===== src/rtl/fetch_mem_arbiter_if.sv =====
// Fetch/debug/memory bus bundle for fetch_mem_arbiter.
// slave: arbiter side. master: requesters plus memory.
interface fetch_mem_arbiter_if #(
  parameter int AW = 20
);
  logic          fetch_req;
  logic [AW-1:0] fetch_addr;
  logic          fetch_gnt;
  logic [15:0]   fetch_data;
  logic          fetch_valid;
  logic          flush;
  logic          dbg_req;
  logic          dbg_we;
  logic [AW-1:0] dbg_addr;
  logic [15:0]   dbg_wdata;
  logic          dbg_gnt;
  logic [15:0]   dbg_rdata;
  logic          dbg_valid;
  logic [AW-1:0] mem_addr;
  logic          mem_we;
  logic [15:0]   mem_wdata;
  logic [15:0]   mem_rdata;
  logic          busy;

  modport slave (
    input  fetch_req, fetch_addr, flush,
    input  dbg_req, dbg_we, dbg_addr, dbg_wdata,
    input  mem_rdata,
    output fetch_gnt, fetch_data, fetch_valid,
    output dbg_gnt, dbg_rdata, dbg_valid,
    output mem_addr, mem_we, mem_wdata, busy
  );

  modport master (
    output fetch_req, fetch_addr, flush,
    output dbg_req, dbg_we, dbg_addr, dbg_wdata,
    output mem_rdata,
    input  fetch_gnt, fetch_data, fetch_valid,
    input  dbg_gnt, dbg_rdata, dbg_valid,
    input  mem_addr, mem_we, mem_wdata, busy
  );
endinterface


===== src/rtl/fetch_mem_arbiter.sv =====
// Single-port memory arbiter: fetch reads vs debug reads/writes.
// Ports: clock, reset (sync, active-low), bus (fetch_mem_arbiter_if.slave).
// Debug wins; define FETCH_STARVE_GUARD_EN to let fetch in after
// STARVE_LIMIT consecutive debug grants while fetch is waiting.
module fetch_mem_arbiter #(
  parameter int STARVE_LIMIT = 8,
  parameter int AW           = 20
) (
  input logic                clock,
  input logic                reset,
  fetch_mem_arbiter_if.slave bus
);

  if (STARVE_LIMIT < 1 || STARVE_LIMIT > 255) begin : g_limit_chk
    $error("STARVE_LIMIT must be 1..255");
  end

  typedef enum logic [1:0] {
    IDLE,
    FETCH,
    DBG_RD,
    DBG_WR
  } owner_t;

  owner_t        owner_q, owner_d;
  logic          kill_q, kill_d;
  logic [AW-1:0] addr_q, addr_d;
  logic [15:0]   fdat_q, fdat_d;
  logic [15:0]   ddat_q, ddat_d;

  logic          starve_hit;
  logic          fg, dg;
  logic          fv, dv;
  logic          we;
  logic [AW-1:0] maddr;
  logic [15:0]   wdat, fdat, ddat;

`ifdef FETCH_STARVE_GUARD_EN
  localparam logic [7:0] LIMIT = 8'(STARVE_LIMIT);

  logic [7:0] starve_q, starve_d;

  assign starve_hit = bus.fetch_req
                   && (starve_q == LIMIT);

  always_comb begin
    starve_d = starve_q;
    if (!bus.fetch_req || fg)
      starve_d = '0;
    else if (dg && starve_q < LIMIT)
      starve_d = starve_q + 8'd1;
  end

  always_ff @(posedge clock) begin
    if (!reset)
      starve_q <= '0;
    else
      starve_q <= starve_d;
  end
`else
  assign starve_hit = 1'b0;
`endif

  always_comb begin
    fg = 1'b0;
    dg = 1'b0;
    priority case (1'b1)
      !reset:        ;
      starve_hit:    fg = 1'b1;
      bus.dbg_req:   dg = 1'b1;
      bus.fetch_req: fg = 1'b1;
      default:       ;
    endcase
  end

  always_comb begin
    owner_d = IDLE;
    kill_d  = 1'b0;
    maddr   = addr_q;
    we      = 1'b0;
    wdat    = '0;
    if (fg) begin
      owner_d = FETCH;
      kill_d  = bus.flush;
      maddr   = bus.fetch_addr;
    end else if (dg) begin
      owner_d = bus.dbg_we ? DBG_WR : DBG_RD;
      maddr   = bus.dbg_addr;
      we      = bus.dbg_we;
      wdat    = bus.dbg_wdata;
    end
    addr_d = maddr;

    // Returns arrive the cycle after the grant;
    // a fetch is dropped if flush hit either cycle.
    fv   = 1'b0;
    dv   = 1'b0;
    fdat = fdat_q;
    ddat = ddat_q;
    if (reset) begin
      unique case (owner_q)
        FETCH: begin
          if (!kill_q && !bus.flush) begin
            fv   = 1'b1;
            fdat = bus.mem_rdata;
          end
        end
        DBG_RD: begin
          dv   = 1'b1;
          ddat = bus.mem_rdata;
        end
        DBG_WR: begin
          dv   = 1'b1;
          ddat = '0;
        end
        default: ;
      endcase
    end
    fdat_d = fdat;
    ddat_d = ddat;
  end

  always_ff @(posedge clock) begin
    if (!reset) begin
      owner_q <= IDLE;
      kill_q  <= 1'b0;
      addr_q  <= '0;
      fdat_q  <= '0;
      ddat_q  <= '0;
    end else begin
      owner_q <= owner_d;
      kill_q  <= kill_d;
      addr_q  <= addr_d;
      fdat_q  <= fdat_d;
      ddat_q  <= ddat_d;
    end
  end

  assign bus.fetch_gnt   = fg;
  assign bus.dbg_gnt     = dg;
  assign bus.mem_addr    = maddr;
  assign bus.mem_we      = we;
  assign bus.mem_wdata   = wdat;
  assign bus.fetch_valid = fv;
  assign bus.fetch_data  = fdat;
  assign bus.dbg_valid   = dv;
  assign bus.dbg_rdata   = ddat;
  assign bus.busy        = (owner_q != IDLE);

endmodule


===== src/flat_wrapper.sv =====
// flat-port wrapper written by rule: the top's interface ports become plain ports
module fetch_mem_arbiter_flat 
#(
  parameter int STARVE_LIMIT = 8,
  parameter int AW           = 20
)
  (clock, reset, bus_fetch_req, bus_fetch_addr, bus_flush, bus_dbg_req, bus_dbg_we, bus_dbg_addr, bus_dbg_wdata, bus_mem_rdata, bus_fetch_gnt, bus_fetch_data, bus_fetch_valid, bus_dbg_gnt, bus_dbg_rdata, bus_dbg_valid, bus_mem_addr, bus_mem_we, bus_mem_wdata, bus_busy);
  fetch_mem_arbiter_if #(.AW(AW)) bus_i ();
  input logic clock;
  input logic reset;
  input wire logic [$bits(bus_i.fetch_req)-1:0] bus_fetch_req;
  input wire logic [$bits(bus_i.fetch_addr)-1:0] bus_fetch_addr;
  input wire logic [$bits(bus_i.flush)-1:0] bus_flush;
  input wire logic [$bits(bus_i.dbg_req)-1:0] bus_dbg_req;
  input wire logic [$bits(bus_i.dbg_we)-1:0] bus_dbg_we;
  input wire logic [$bits(bus_i.dbg_addr)-1:0] bus_dbg_addr;
  input wire logic [$bits(bus_i.dbg_wdata)-1:0] bus_dbg_wdata;
  input wire logic [$bits(bus_i.mem_rdata)-1:0] bus_mem_rdata;
  output wire logic [$bits(bus_i.fetch_gnt)-1:0] bus_fetch_gnt;
  output wire logic [$bits(bus_i.fetch_data)-1:0] bus_fetch_data;
  output wire logic [$bits(bus_i.fetch_valid)-1:0] bus_fetch_valid;
  output wire logic [$bits(bus_i.dbg_gnt)-1:0] bus_dbg_gnt;
  output wire logic [$bits(bus_i.dbg_rdata)-1:0] bus_dbg_rdata;
  output wire logic [$bits(bus_i.dbg_valid)-1:0] bus_dbg_valid;
  output wire logic [$bits(bus_i.mem_addr)-1:0] bus_mem_addr;
  output wire logic [$bits(bus_i.mem_we)-1:0] bus_mem_we;
  output wire logic [$bits(bus_i.mem_wdata)-1:0] bus_mem_wdata;
  output wire logic [$bits(bus_i.busy)-1:0] bus_busy;
  assign bus_i.fetch_req = bus_fetch_req;
  assign bus_i.fetch_addr = bus_fetch_addr;
  assign bus_i.flush = bus_flush;
  assign bus_i.dbg_req = bus_dbg_req;
  assign bus_i.dbg_we = bus_dbg_we;
  assign bus_i.dbg_addr = bus_dbg_addr;
  assign bus_i.dbg_wdata = bus_dbg_wdata;
  assign bus_i.mem_rdata = bus_mem_rdata;
  assign bus_fetch_gnt = bus_i.fetch_gnt;
  assign bus_fetch_data = bus_i.fetch_data;
  assign bus_fetch_valid = bus_i.fetch_valid;
  assign bus_dbg_gnt = bus_i.dbg_gnt;
  assign bus_dbg_rdata = bus_i.dbg_rdata;
  assign bus_dbg_valid = bus_i.dbg_valid;
  assign bus_mem_addr = bus_i.mem_addr;
  assign bus_mem_we = bus_i.mem_we;
  assign bus_mem_wdata = bus_i.mem_wdata;
  assign bus_busy = bus_i.busy;
  fetch_mem_arbiter #(.STARVE_LIMIT(STARVE_LIMIT), .AW(AW)) u_core (.clock(clock), .reset(reset), .bus(bus_i));
endmodule

===== config.mk =====
export PLATFORM = sky130hd
export DESIGN_NAME = fetch_mem_arbiter_flat
export DESIGN_NICKNAME = d
export VERILOG_FILES = /design/src/rtl/fetch_mem_arbiter_if.sv /design/src/rtl/fetch_mem_arbiter.sv /design/src/flat_wrapper.sv
export SDC_FILE = /design/constraint.sdc
export NUM_CORES = 1
export LEC_CHECK = 0
export ABC_AREA = 1
export CAP_MARGIN = 20
export CELL_PAD_IN_SITES_DETAIL_PLACEMENT = 0
export CELL_PAD_IN_SITES_GLOBAL_PLACEMENT = 1
export CORE_ASPECT_RATIO = 1.75
export CORE_MARGIN = 4
export CORE_UTILIZATION = 27
export CTS_CLUSTER_SIZE = 28
export DETAILED_ROUTE_END_ITERATION = 16
export PLACE_DENSITY_LB_ADDON = 0.1
export SLEW_MARGIN = 0
export SYNTH_ARGS = -nofsm -noshare
export SYNTH_HDL_FRONTEND = slang
export SYNTH_SLANG_ARGS = --single-unit

===== constraint.sdc =====
create_clock -name clock -period 1.9 [get_ports clock]
set_input_delay 0.57 -clock clock [delete_from_list [all_inputs] [get_ports clock]]
set_output_delay 0.57 -clock clock [all_outputs]
set_load 0.1 [all_outputs]

==> impl_metrics.env <==
export IMPL_die_area_mm2=0.0134
export IMPL_yosysTopAreaCellShare_pct=35.3
export IMPL_num_vias=4234
export IMPL_crit_type="input pin to output port"
export IMPL_path_clk_slew_ps=70
export IMPL_grt_pass1_vias=4579
export IMPL_yosys_register_bits=55
export IMPL_max_stage_delay_ps=190
export IMPL_hold_viol=0
export IMPL_yosysMostFrequentCell="nand2_1"
export IMPL_final_instance_count_excl_fill=865
export IMPL_drive_gt1_share_pct=49.8
export IMPL_design_power_total_mw=4.46
export IMPL_multi_input_area_mm2=0.00311
export IMPL_cts_root_buffer="clkbuf_16"
export IMPL_arrival_ps=1610
export IMPL_combPwrFrac_pct=50.7
export IMPL_synth_enable_flop_cells=0
export IMPL_tightest_slew_ps=406
export IMPL_fin_crit_sh_pct=115
export IMPL_synth_seq_area_share_pct=35.3
export IMPL_detail_route_vias_per_cell=4.89
export IMPL_finalNetCount=810
export IMPL_synth_commonest_cells="195 x nand2_1, 59 x inv_1, 55 x dfxtp_1, 51 x a21oi_1, 39 x o21ai_0"
export IMPL_wl_um=14600
export IMPL_dr_pass1_iters=4
export IMPL_clock_path_buffers=2
export IMPL_drc=0
export IMPL_htreeDepth=2
export IMPL_core_area_mm2=0.0112
export IMPL_grt_max_degree=23
export IMPL_rsz0062_at_grt="yes"
export IMPL_cts_tree="yes"
export IMPL_power_leakage_nw=3.31
export IMPL_yosysTopAreaCell="dfxtp_1"
export IMPL_cts_made_buffers=5
export IMPL_row_count=51
export IMPL_fin_worst_skew_ps=6.50
export IMPL_start_kind="input pin"
export IMPL_crit_slowest_cell="buf_12"
export IMPL_setup_violations=73
export IMPL_detailed_place_hpwl_um=10200
export IMPL_hold_class="register to register"
export IMPL_ys_warn_count=0
export IMPL_dp_cells=821
export IMPL_num_fill_cells=837
export IMPL_failed_checks="setup timing"
export IMPL_gp_congestion=0.749
export IMPL_fin_crit_ps=2180
export IMPL_syn_inst=506
export IMPL_p_sw_share_pct=42.1
export IMPL_critPathMaxFanout=7
export IMPL_pwr_share_clk_pct=21.6
export IMPL_synthArstFlopShare_pct=0
export IMPL_seqCellArea_mm2=0.00110
export IMPL_pwr_density_cell_mw_per_mm2=552
export IMPL_clock_latency_ps=300
export IMPL_power_switching_mw=1.88
export IMPL_wl_per_cell_um=16.9
export IMPL_drv_cap=0
export IMPL_synthTopCellsByArea="dfxtp_1 35%, nand2_1 23%, a21oi_1 8.2%, inv_1 7.1%, o21ai_0 6.3%"
export IMPL_worst_slack_ps=-282
export IMPL_crit_path_frequent_cell="nand2_4"
export IMPL_p_int_mw=2.58
export IMPL_slew_viol_final=0
export IMPL_antenna_left=0
export IMPL_grt_pass1_wl_um=22900
export IMPL_max_slew_margin_pct=73.0
export IMPL_fmax_mhz=458
export IMPL_start_util_pct=27.8
export IMPL_end_kind="output port"
export IMPL_ir_drop_v=0.000433
export IMPL_crit_chain="buf_8 -> buf_6 -> nand2_4 -> nor2_4 -> buf_6 -> buf_12 -> nand2_4 -> nand2_4 -> buf_12"
export IMPL_cts_hold_buffers=0
export IMPL_final_area_mm2=0.00808
export IMPL_overflow=0
export IMPL_dpl_cell_area_mm2=0.00691
export IMPL_first_iter_violations=196
export IMPL_area_growth_pct=159
export IMPL_required_ps=1330
export IMPL_status="finished, violations left"
export IMPL_syn_nets=584
export IMPL_ys_flop_type="dfxtp_1"
export IMPL_io_pins=152
export IMPL_n_antenna_cell=0
export IMPL_final_util_pct=71.9
export IMPL_pwr_share_seq_pct=27.7
export IMPL_die_h_um=150
export IMPL_clock_sinks=55
export IMPL_antenna_found_initial=0
export IMPL_synth_avg_cell_area_um2=6.17
export IMPL_grtUsageTotal_pct=22.4
export IMPL_ys_types=22
export IMPL_port_buffers=151
export IMPL_die_x_um=89.3
export IMPL_syn_cell_area_mm2=0.00312
-- flip-flops by register name, indices dropped and copies added (netlist names) --
signal / cells
u_core.fdat_q: 16
u_core.addr_q: 20
u_core.owner_q: 2
u_core.kill_q: 1
u_core.ddat_q: 16
-- critical path, delay by kind of cell --
kind,cells,cell delay [ps]
and+or+nand+nor,4,320
buffers and inverters,5,690
-- per-layer routing --
layer | global-route usage [%] | vias to the layer above | part of all wire [%]
li1 | - | 2058 | -
met1 | 19.5 | 1990 | 29
met2 | 46.2 | 158 | 62
met3 | 4.65 | 28 | 5.9
met4 | 8.72 | 0 | 2.9
met5 | 0 | - | 0
-- cells in the final DEF, fill, tap and decap left out, types with 16 or more instances in the layout --
cell             count
buf_4               62
inv_1               38
a21oi_1             51
nor2_4              18
o21ai_4             19
buf_12              92
nand2_8             45
o31ai_4             16
dlygate4sd2_1       29
inv_2               19
dfxtp_1             53
nand2_1            118
o21ai_2             17
o21ai_0             17
nand3_1             16
nand2_2             32
clkdlybuf4s50_1     43
-- metrics by stage --
step | hold slack (ps) | TNS, ps | worst slack [ps]
2_1_floorplan | 445 | -11070 | -370
3_3_place_gp | 454 | -50120 | -748
3_5_place_dp | 455 | -52840 | -782
4_1_cts | 467 | -15690 | -333
5_1_grt | 486 | -17860 | -320
6_report | 467 | -15460 | -282
-- cell type report --
type,count,share of cell area [%]
Inverter,63,3.13
Clock inverter,3,0.279
Tap cell,132,2.05
Sequential cell,55,13.7
Clock buffer,5,1.55
Multi-Input combinational cell,361,38.6
Timing Repair Buffer,246,40.8
-- repair_timing --
action / in CTS / in global routing
setup endpoints to repair: 74 / 74
gates resized for setup: 195 / 22
pin swaps: 76 / 36
cloned: 10 / 0
buffers inserted: 18 / 9
-- final timing paths --
check / from / to / slack (ps) / depth (start not counted)
setup / recovery: reset / bus_mem_addr[19] / -280 / 9
hold / removal: u_core.ddat_q[13] / u_core.ddat_q[13] / 470 / 2
setup reg to reg: u_core.kill_q / u_core.fdat_q[11] / 550 / 8
hold reg to reg: u_core.ddat_q[13] / u_core.ddat_q[13] / 470 / 2
-- power by group through the flow --
stage               clock network, mW  registers (mW)  logic, mW
floorplan                           0            1.25       1.26
global placement                    0            1.26       2.02
detailed placement                  0            1.26       2.04
CTS                             0.977            1.23       2.23
global route                     1.02            1.24       2.35
finish                          0.961            1.23       2.26
-- cells by family (layout without fill, tap and decap cells) --
family          count (synthesis)  count (layout)  synth area share (%)
buf+inv                        96             317                  13.5
simple gates                  234             240                  30.4
compound gates                121             121                  20.8
flops                          55              55                  35.3
Power figures use the tool's default switching activity.
==> edit, RTL diff (same flow settings) <==
The option `FETCH_STARVE_GUARD_EN` is turned on by a define.
--- a/src/rtl/fetch_mem_arbiter.sv
+++ b/src/rtl/fetch_mem_arbiter.sv
@@ -3,4 +3,6 @@
 // Debug wins; define FETCH_STARVE_GUARD_EN to let fetch in after
 // STARVE_LIMIT consecutive debug grants while fetch is waiting.
+`define FETCH_STARVE_GUARD_EN
+
 module fetch_mem_arbiter #(
   parameter int STARVE_LIMIT = 8,
Behaviour: not the same (a bounded check fails within 10 cycles, from zero or initial values and one cycle with reset low).
==> edit against the unedited design <==
  * The run still ends with setup timing left
  * Setup slack worse by 310 ps
  * Utilization is 2.5 points lower
  * Sequential cell count is 8 higher
  * Routed wire length is 4.9% lower
  * Sequential share of layout area is 1.4 points higher
  * Design area is 4.3% higher
  * Die area is 7.9% higher
  * Sequential power is 15% higher
  * Via count is 1.3% higher
  * Area after synthesis is 8.5% higher
  * Power is 20% higher
  * Register-to-register slack worse by 440 ps
  * Critical path depth is 1 higher
==> edit: results <==
# TYPE chip_impl_metric gauge
chip_impl_info{name="violations_in_the_final_reports",value="setup timing"} 1
chip_impl_metric{name="clk_pin_slew_worst_paths",unit="ps"} 50
chip_impl_metric{name="drt-wirelength-per-cell",unit="microns"} 15.0
chip_impl_metric{name="worst-slew-pin-transition",unit="ps"} 322
chip_impl_metric{name="dp.final_hpwl",unit="mm"} 9.34
chip_impl_metric{name="final_critical_path_setup_slack",unit="ps"} -588
chip_impl_metric{name="post-place-cells",unit=""} 858
chip_impl_metric{name="finClkSkew",unit="ps"} 8.46
chip_impl_info{name="setup.worst_path.end",value="bus_mem_addr[5]"} 1
chip_impl_metric{name="report.final.setup_viol",unit=""} 73
chip_impl_metric{name="timing.critical_path.fanout_max",unit=""} 11
chip_impl_metric{name="setup_total_negative_slack",unit="ps"} -28910
chip_impl_info{name="top_cells_by_area_synth",value="sky130_fd_sc_hd__dfxtp_1 (37%), sky130_fd_sc_hd__nand2_1 (17%), sky130_fd_sc_hd__nand3_1 (9.0%)"} 1
chip_impl_metric{name="yosysSeqAreaShare",unit="%"} 37.2
chip_impl_info{name="r2r-end",value="u_core.starve_q[2]$_SDFFE_PP0P_"} 1
chip_impl_info{name="r2r-start",value="u_core.starve_q[0]$_SDFFE_PP0P_"} 1
chip_impl_metric{name="worst-r2r-setup-slack",unit="ps"} 110
chip_impl_metric{name="r2r_cells",unit=""} 12
chip_impl_metric{name="critical_path.max_stage_delay",unit="ps"} 270
chip_impl_metric{name="grt_util_all_layers",unit="%"} 18.1
chip_impl_metric{name="drt_wl_total",unit="mm"} 13.9
chip_impl_metric{name="placed_area",unit="sq um"} 6860
chip_impl_metric{name="finish.instance_area",unit="sq um"} 8420
chip_impl_metric{name="cts_htree_levels",unit=""} 3
chip_impl_metric{name="cts_buffers",unit=""} 9
chip_impl_metric{name="drc_marker_count_from_the_first_detailed_route_iteration",unit=""} 75
chip_impl_metric{name="layout-drive-gt1-share",unit="%"} 53.5
chip_impl_metric{name="synth_cells",unit=""} 526
chip_impl_metric{name="synth.lib_cells_used.distinct",unit=""} 21
chip_impl_info{name="critPathLaunch",value="bus_fetch_req"} 1
chip_impl_metric{name="power_leakage",unit="uW"} 0.00367
chip_impl_info{name="hold_start",value="u_core.starve_q[3]$_SDFFE_PP0P_"} 1
chip_impl_metric{name="hold_worst_slack",unit="ps"} 490
chip_impl_info{name="outcome",value="finished, violations left"} 1
edit: cell types whose count changed in the layout (fill, tap and decap cells not counted), moves of 16 or more:
cell | unedited run | this run
sky130_fd_sc_hd__a21oi_2 | 1 | 21
sky130_fd_sc_hd__nand2_8 | 45 | 1
sky130_fd_sc_hd__clkinvlp_4 | 3 | 23
sky130_fd_sc_hd__a21o_4 | 0 | 32
sky130_fd_sc_hd__o31ai_4 | 16 | 0
sky130_fd_sc_hd__o21ai_2 | 17 | 0
sky130_fd_sc_hd__nand2_4 | 7 | 41
sky130_fd_sc_hd__nand3_1 | 16 | 42
sky130_fd_sc_hd__nand2_1 | 118 | 81
sky130_fd_sc_hd__o21ai_4 | 19 | 0
sky130_fd_sc_hd__a21oi_1 | 51 | 4
sky130_fd_sc_hd__nor2_1 | 1 | 26
edit: tightest hold or removal path, cell delays in order (launching register included):
cell,delay [ps]
sky130_fd_sc_hd__dfxtp_1,330
sky130_fd_sc_hd__inv_1,60
sky130_fd_sc_hd__a21oi_1,50
edit: layer usage:
| metal | track usage (%) | share of wire (%) | up-vias |
|---|---|---|---|
| met3 | 4.44 | 4.8 | 21 |
| met1 | 18.0 | 33 | 2051 |
| li1 | - | - | 2112 |
| met2 | 36.6 | 60 | 104 |
| met4 | 4.61 | 2.3 | 0 |
| met5 | 0 | 0 | - |
edit: power breakdown:
| part | switching, uW | total (uW) | internal [uW] | leakage, uW |
|---|---|---|---|---|
| logic | 1390 | 2380 | 993 | 0.00302 |
| clock network | 595 | 1550 | 950 | 0.000136 |
| registers | 35.0 | 1420 | 1380 | 0.000516 |
edit: kinds of logic (layout without fill, tap and decap cells):
logic type	count (synthesis)	count (layout)	share of synthesized area, %
compound gates	86	86	16.1
xor+xnor	1	1	0.259
buf+inv	108	345	13.2
flops	63	63	37.2
fa+ha+maj	2	2	0.739
simple gates	266	266	32.5
edit: worst min-delay path by stage:
stage	end	cells past startpoint
after floorplan	u_core.starve_q[4]$_SDFFE_PP0P_	2
after global placement	u_core.starve_q[3]$_SDFFE_PP0P_	2
after detailed placement	u_core.starve_q[3]$_SDFFE_PP0P_	2
after CTS	u_core.starve_q[3]$_SDFFE_PP0P_	2
after global routing	u_core.ddat_q[13]$_SDFF_PN0_	2
final	u_core.starve_q[3]$_SDFFE_PP0P_	2
edit: final cells by class:
| class | count | area share, % |
|---|---|---|
| timing repair buffer | 252 | 41.4 |
| multi-input combinational | 355 | 32.9 |
| sequential | 63 | 15.1 |
| inverter | 77 | 4.86 |
| clock buffer | 13 | 3.09 |
| tap | 165 | 2.45 |
| clock inverter | 3 | 0.208 |
edit: what timing repair did:
item                                   CTS  global route
gates resized for setup                114           108
setup endpoints to repair               81            73
buffers inserted                        26            22
gates cloned                             5             4
endpoints found under the hold margin    0             0
pin swaps                               25            49
